===== src/rtl/fwd_hazard_scheduler.sv =====
// rtl/fwd_hazard_scheduler.sv - issue-stage shadow pipeline driving forwarding taps and decode stall
// Optional stall/flush statistics counters enabled by defining FWD_STALL_STATS_EN.
module fwd_hazard_scheduler #(
  parameter int DEPTH = 6,
  parameter int REG_W = 3,
  parameter int STG_W = 3
) (
  input  logic                   clk_in,
  input  logic                   rst_n_in,
  input  logic                   dec_valid_in,
  output logic                   dec_ready_out,
  input  logic [REG_W-1:0]       src_a_num_in,
  input  logic                   src_a_use_in,
  input  logic [REG_W-1:0]       src_b_num_in,
  input  logic                   src_b_use_in,
  input  logic [REG_W-1:0]       dst_num_in,
  input  logic                   dst_write_in,
  input  logic [STG_W-1:0]       rdy_stage_in,
  input  logic                   flush_in,
  input  logic [STG_W-1:0]       flush_depth_in,
  output logic                   stall_out,
  output logic [DEPTH*REG_W-1:0] fwd_num_out,
  output logic [DEPTH-1:0]       fwd_write_out,
  output logic [DEPTH-1:0]       fwd_ready_out,
  output logic                   issue_valid_out
`ifdef FWD_STALL_STATS_EN
  ,
  output logic [15:0]            stall_cnt_out,
  output logic [15:0]            flush_cnt_out
`endif
);

  // Array index i holds slot i+1 (the instruction issued i+1 cycles ago).
  logic [DEPTH-1:0] valid_q, valid_d;
  logic [DEPTH-1:0] we_q, we_d;
  logic [REG_W-1:0] dst_q [DEPTH];
  logic [REG_W-1:0] dst_d [DEPTH];
  logic [STG_W-1:0] rdy_q [DEPTH];
  logic [STG_W-1:0] rdy_d [DEPTH];

  logic             haz_a, haz_b, fire;
  logic [STG_W-1:0] rdy_sat;

  // The youngest writer of src wins (same priority as the forwarding mux);
  // it is a hazard while that writer is still younger than its ready stage.
  function automatic logic src_hazard(input logic [REG_W-1:0] src);
    logic found;
    logic haz;
    found = 1'b0;
    haz   = 1'b0;
    for (int i = 0; i < DEPTH; i++) begin
      if (!found && we_q[i] && (dst_q[i] == src)) begin
        found = 1'b1;
        haz   = ((i + 1) < int'(rdy_q[i]));
      end
    end
    return haz;
  endfunction

  // Hazard detection, handshake and ready-stage saturation.
  always_comb begin
    haz_a         = src_a_use_in && src_hazard(src_a_num_in);
    haz_b         = src_b_use_in && src_hazard(src_b_num_in);
    stall_out     = rst_n_in && dec_valid_in && (haz_a || haz_b) && !flush_in;
    dec_ready_out = rst_n_in && !stall_out;
    fire          = dec_valid_in && dec_ready_out;
    if (rdy_stage_in == '0) begin
      rdy_sat = STG_W'(1);
    end else if (int'(rdy_stage_in) > DEPTH) begin
      rdy_sat = STG_W'(DEPTH);
    end else begin
      rdy_sat = rdy_stage_in;
    end
  end

  // Next shadow-pipeline contents: kill flushed slots, shift by one, insert issue or bubble.
  always_comb begin
    valid_d = '0;
    we_d    = '0;
    for (int i = 0; i < DEPTH; i++) begin
      dst_d[i] = '0;
      rdy_d[i] = STG_W'(1);
    end
    if (fire && !flush_in) begin
      valid_d[0] = 1'b1;
      we_d[0]    = dst_write_in;
      dst_d[0]   = dst_num_in;
      rdy_d[0]   = rdy_sat;
    end
    for (int i = 1; i < DEPTH; i++) begin
      if (!(flush_in && (i <= int'(flush_depth_in)))) begin
        valid_d[i] = valid_q[i-1];
        we_d[i]    = we_q[i-1];
        dst_d[i]   = dst_q[i-1];
        rdy_d[i]   = rdy_q[i-1];
      end
    end
  end

  // Slot registers; reset leaves every slot empty and already ready.
  always_ff @(posedge clk_in) begin
    if (!rst_n_in) begin
      valid_q <= '0;
      we_q    <= '0;
      for (int i = 0; i < DEPTH; i++) begin
        dst_q[i] <= '0;
        rdy_q[i] <= STG_W'(1);
      end
    end else begin
      valid_q <= valid_d;
      we_q    <= we_d;
      for (int i = 0; i < DEPTH; i++) begin
        dst_q[i] <= dst_d[i];
        rdy_q[i] <= rdy_d[i];
      end
    end
  end

  // Forwarding-unit taps come straight from the slot registers.
  always_comb begin
    issue_valid_out = valid_q[0];
    fwd_write_out   = we_q;
    fwd_num_out     = '0;
    fwd_ready_out   = '0;
    for (int i = 0; i < DEPTH; i++) begin
      fwd_num_out[(i+1)*REG_W-1 -: REG_W] = dst_q[i];
      fwd_ready_out[i] = we_q[i] && ((i + 1) >= int'(rdy_q[i]));
    end
  end

`ifdef FWD_STALL_STATS_EN
  logic [15:0] stall_cnt_q, stall_cnt_d, flush_cnt_q, flush_cnt_d;

  // Saturating increments for the statistics counters.
  always_comb begin
    stall_cnt_d = stall_cnt_q;
    flush_cnt_d = flush_cnt_q;
    if (stall_out && (stall_cnt_q != 16'hFFFF)) stall_cnt_d = stall_cnt_q + 16'd1;
    if (flush_in && (flush_cnt_q != 16'hFFFF)) flush_cnt_d = flush_cnt_q + 16'd1;
  end

  // Statistics counter registers.
  always_ff @(posedge clk_in) begin
    if (!rst_n_in) begin
      stall_cnt_q <= '0;
      flush_cnt_q <= '0;
    end else begin
      stall_cnt_q <= stall_cnt_d;
      flush_cnt_q <= flush_cnt_d;
    end
  end

  assign stall_cnt_out = stall_cnt_q;
  assign flush_cnt_out = flush_cnt_q;
`endif

endmodule


===== config.mk =====
export PLATFORM = sky130hd
export DESIGN_NAME = fwd_hazard_scheduler
export DESIGN_NICKNAME = d
export VERILOG_FILES = /design/src/rtl/fwd_hazard_scheduler.sv
export SDC_FILE = /design/constraint.sdc
export NUM_CORES = 1
export LEC_CHECK = 0
export BUFFER_PORTS_ARGS = -buffer_cell sky130_fd_sc_hd__buf_2
export CAP_MARGIN = 5
export CELL_PAD_IN_SITES_DETAIL_PLACEMENT = 0
export CELL_PAD_IN_SITES_GLOBAL_PLACEMENT = 1
export CORE_ASPECT_RATIO = 0.7
export CORE_MARGIN = 2
export CORE_UTILIZATION = 38
export CTS_CLUSTER_SIZE = 25
export DETAILED_ROUTE_END_ITERATION = 8
export PLACE_DENSITY_LB_ADDON = 0.25
export SLEW_MARGIN = 25
export SYNTH_ARGS = -nofsm -noshare
export SYNTH_HDL_FRONTEND = slang
export SYNTH_SLANG_ARGS = --single-unit

===== constraint.sdc =====
create_clock -name clk_in -period 2.4 [get_ports clk_in]
set_clock_uncertainty 0.15 [all_clocks]
set_input_delay 0.24 -clock clk_in [delete_from_list [all_inputs] [get_ports clk_in]]
set_output_delay 0.24 -clock clk_in [all_outputs]
set_load 0.01 [all_outputs]

==> impl_metrics.csv <==
group,metric,value,unit
cts,cts_made_buffers,5,
final_layout,fin_util,49.0,%
cts,clkSinkCount,43,
synthesis,yosysTopAreaCellShare,45.4,%
critical_path,cp.required,2010,ps
synthesis,netlist_area,1900,um^2
run,drv_cap,0,
synthesis,synth_area_per_cell,10.2,um^2
cts,clk_pin_slew_worst_paths,80,ps
synthesis,netlist_instances,186,
synthesis,syn_nets,208,
critical_path,cp-start-kind,"register",
final_layout,final_area,2340,um^2
critical_path,crit_type,"register to output port",
floorplanning,fp.coreArea,4780,um^2
sta,tightest_slew,516,ps
placed_design,placed_area,2200,um^2
synthesis,synth_edf_count,0,
floorplanning,die_area,5590,um^2
critical_path,path_max_fanout,6,
synthesis,synth-main-ff-cell,"dfxtp_1",
floorplanning,io_pins,55,
min_path,min_from,"dst_num_in[2]",
floorplanning,dieHeight,63.1,um
sta,layout_setup_ws,3.47,ps
pwr,ir_worst_vdd,0.219,mV
global_route,grt_max_degree,13,
final_layout,final_nets,266,
routing,totalWireLength,4550,um
routing,avgRoutedWirePerCell,14.5,um
sta,min_period,2400,ps
global_route,grt_pass1_wl,7070,um
pwr,p_leak,0.00103,uW
sta,max-slew-margin-rel,65.6,%
routing,dr.pass1.iters,4,
sta,tns,0,ps
final_layout,n_antenna_cell,0,
critical_path,r2r_start,"dst_q[0][17]",
global_route,first_global_vias,1405,
cts,clock_path_buffers,2,
placed_design,placed_cells,305,
synthesis,ys_types,34,
routing,ant_nets,0,
pwr,cellPowerDensity,566,nW/um^2
synthesis,yosys_register_bits,43,
sta,hold_viol_final,0,
sta,finalCritPeriodShare,99.9,%
cts,clk_latency,290,ps
cts,htree_levels,2,
final_layout,drive_above_1_share,33.5,%
routing,detail_route.vias_per_cell,4.70,
floorplanning,start_util,39.7,%
final_layout,syn2layout_area_growth,23.5,%
cts,holdBufCountCts,0,
sta,setup_viol,0,
placed_design,routabilityCongestion,0.786,
routing,drc,0,
status,status,"finished clean",
global_route,gr-total-overflow,0,
cts,cts_tree,"done",
floorplanning,die_w,88.5,um
sta,rsz0062_at_grt,"yes",
global_route,grt_usage,16.8,%
min_path,hold_class,"input port to register",
synthesis,synth.yosys.seq_area_share,45.4,%
routing,drtIter0Drc,38,
critical_path,worstSetupStartpoint,"dst_q[0][17]",
routing,num_vias,1476,
final_layout,finalNonFillerCells,314,
critical_path,endpoint_kind,"output port",
critical_path,crit_chain,"xor2_1 > nor4_2 > o211ai_1 > a211o_1 > and4_4 > nor2_1 > buf_2",
cts,cts-root-buf,"clkbuf_8",
floorplanning,row_count,21,
placed_design,dp_hpwl,3460,um
synthesis,synth_top_area_cell,"dfxtp_1",
synthesis,synth_warnings,0,
critical_path,slowest_delay,340,ps
global_route,antenna_found_initial,0,
synthesis,ys_top_cells_by_area,"dfxtp_1, xnor2_1, and2_1",
placed_design,io_buffers,54,
sta,slew_viol_final,0,
sta,fmax,417,MHz
synthesis,async_reset_ff_share,0,%
critical_path,crit_arrival,2010,ps
placed_design,pre_cts_ws,130,ps
critical_path,slowest_stage,"dfxtp_2",
## registers in the layout, indices dropped and copies added, names as in the netlist
register / flops
rdy_q: 18
dst_q: 18
fwd_write_out: 6
valid_q: 1
## worst max-delay path: cells and delay by family, from the launching register on
family	cells	cell delay [ps]
compound gates	2	450
simple gates	3	650
flops	1	340
xor+xnor	1	160
buf+inv	1	130
## through the flow
step,total power (uW),hold WS (ps)
floorplan,815,227
detailed placement,849,244
CTS,1340,18.8
global route,1380,28.9
global placement,850,245
finish,1330,25.4
## cell type report
| cell class | instances | area [um^2] |
|---|---|---|
| Inverter | 3 | 11.3 |
| Multi-Input combinational cell | 134 | 983 |
| Clock buffer | 8 | 100 |
| Sequential cell | 43 | 871 |
| Tap cell | 69 | 86.3 |
| Timing Repair Buffer | 57 | 293 |
| Fill cell | 481 | 2440 |
## metal layers
layer  track usage, %  vias up  part of all wire [%]  wire, um
li1                 -      744                     -         -
met1             25.8      687                    53      2430
met2             22.9       40                    41      1860
met3             4.06        5                   4.9       225
met4             4.55        0                  0.75        34
met5                0        -                     0         0
## synth_stat cells, types with 3 or more instances
cell type and number:
a21boi_0 6, and2_1 27, and2b_1 4, and3_1 4, buf_6 6, dfxtp_1 43
inv_1 3, nand2_1 3, nand2b_1 3, nand4_1 10, nor2_1 5, nor2b_1 4
xnor2_1 30, xor2_1 6
## cells by family (layout without fill, tap and decap cells)
logic type             count (synthesis)  count (layout)  share of synthesized area, %
AND/OR/NAND/NOR                       76              76                          25.0
flip-flops                            43              43                          45.4
XOR/XNOR                              36              36                          16.6
AO/OA/AOI/OAI                         20              20                          7.84
buffers and inverters                  9              68                          4.15
multiplexers                           2               2                          1.05
## cell usage in the layout, fill, tap and decap left out, types with 3 or more instances in the layout
master    synthesis  routed
nand2_1           3       3
dfxtp_1          43      35
and2_1           27      27
and2b_1           4       4
nor2_1            5       5
nand2b_1          3       3
dfxtp_2           0       8
xor2_1            6       6
nor2b_1           4       4
inv_1             3       3
buf_4             0       3
xnor2_1          30      30
nand4_1          10      10
clkbuf_8          0       7
and3_1            4       4
a21boi_0          6       4
buf_2             0      54
## worst paths after layout
| path | to | slack [ps] | cells past startpoint |
|---|---|---|---|
| worst max-delay path | stall_out | 3 | 7 |
| worst min-delay path | dst_q[0][2] | 30 | 2 |
| worst max register to register | dst_q[0][0] | 450 | 6 |
| worst min register to register | rdy_q[0][15] | 260 | 1 |
## repair_timing
action	in CTS	in global routing
gates resized for setup	5	9
buffers inserted	1	0
endpoints found under the setup margin	2	2
pin swaps	3	0
cloned	0	0
## power by group
part | switching, uW | internal, uW
registers | 4.97 | 719
logic | 59.8 | 51.6
clock network | 229 | 263
total | 294 | 1030
(Power assumes the default switching activity.)
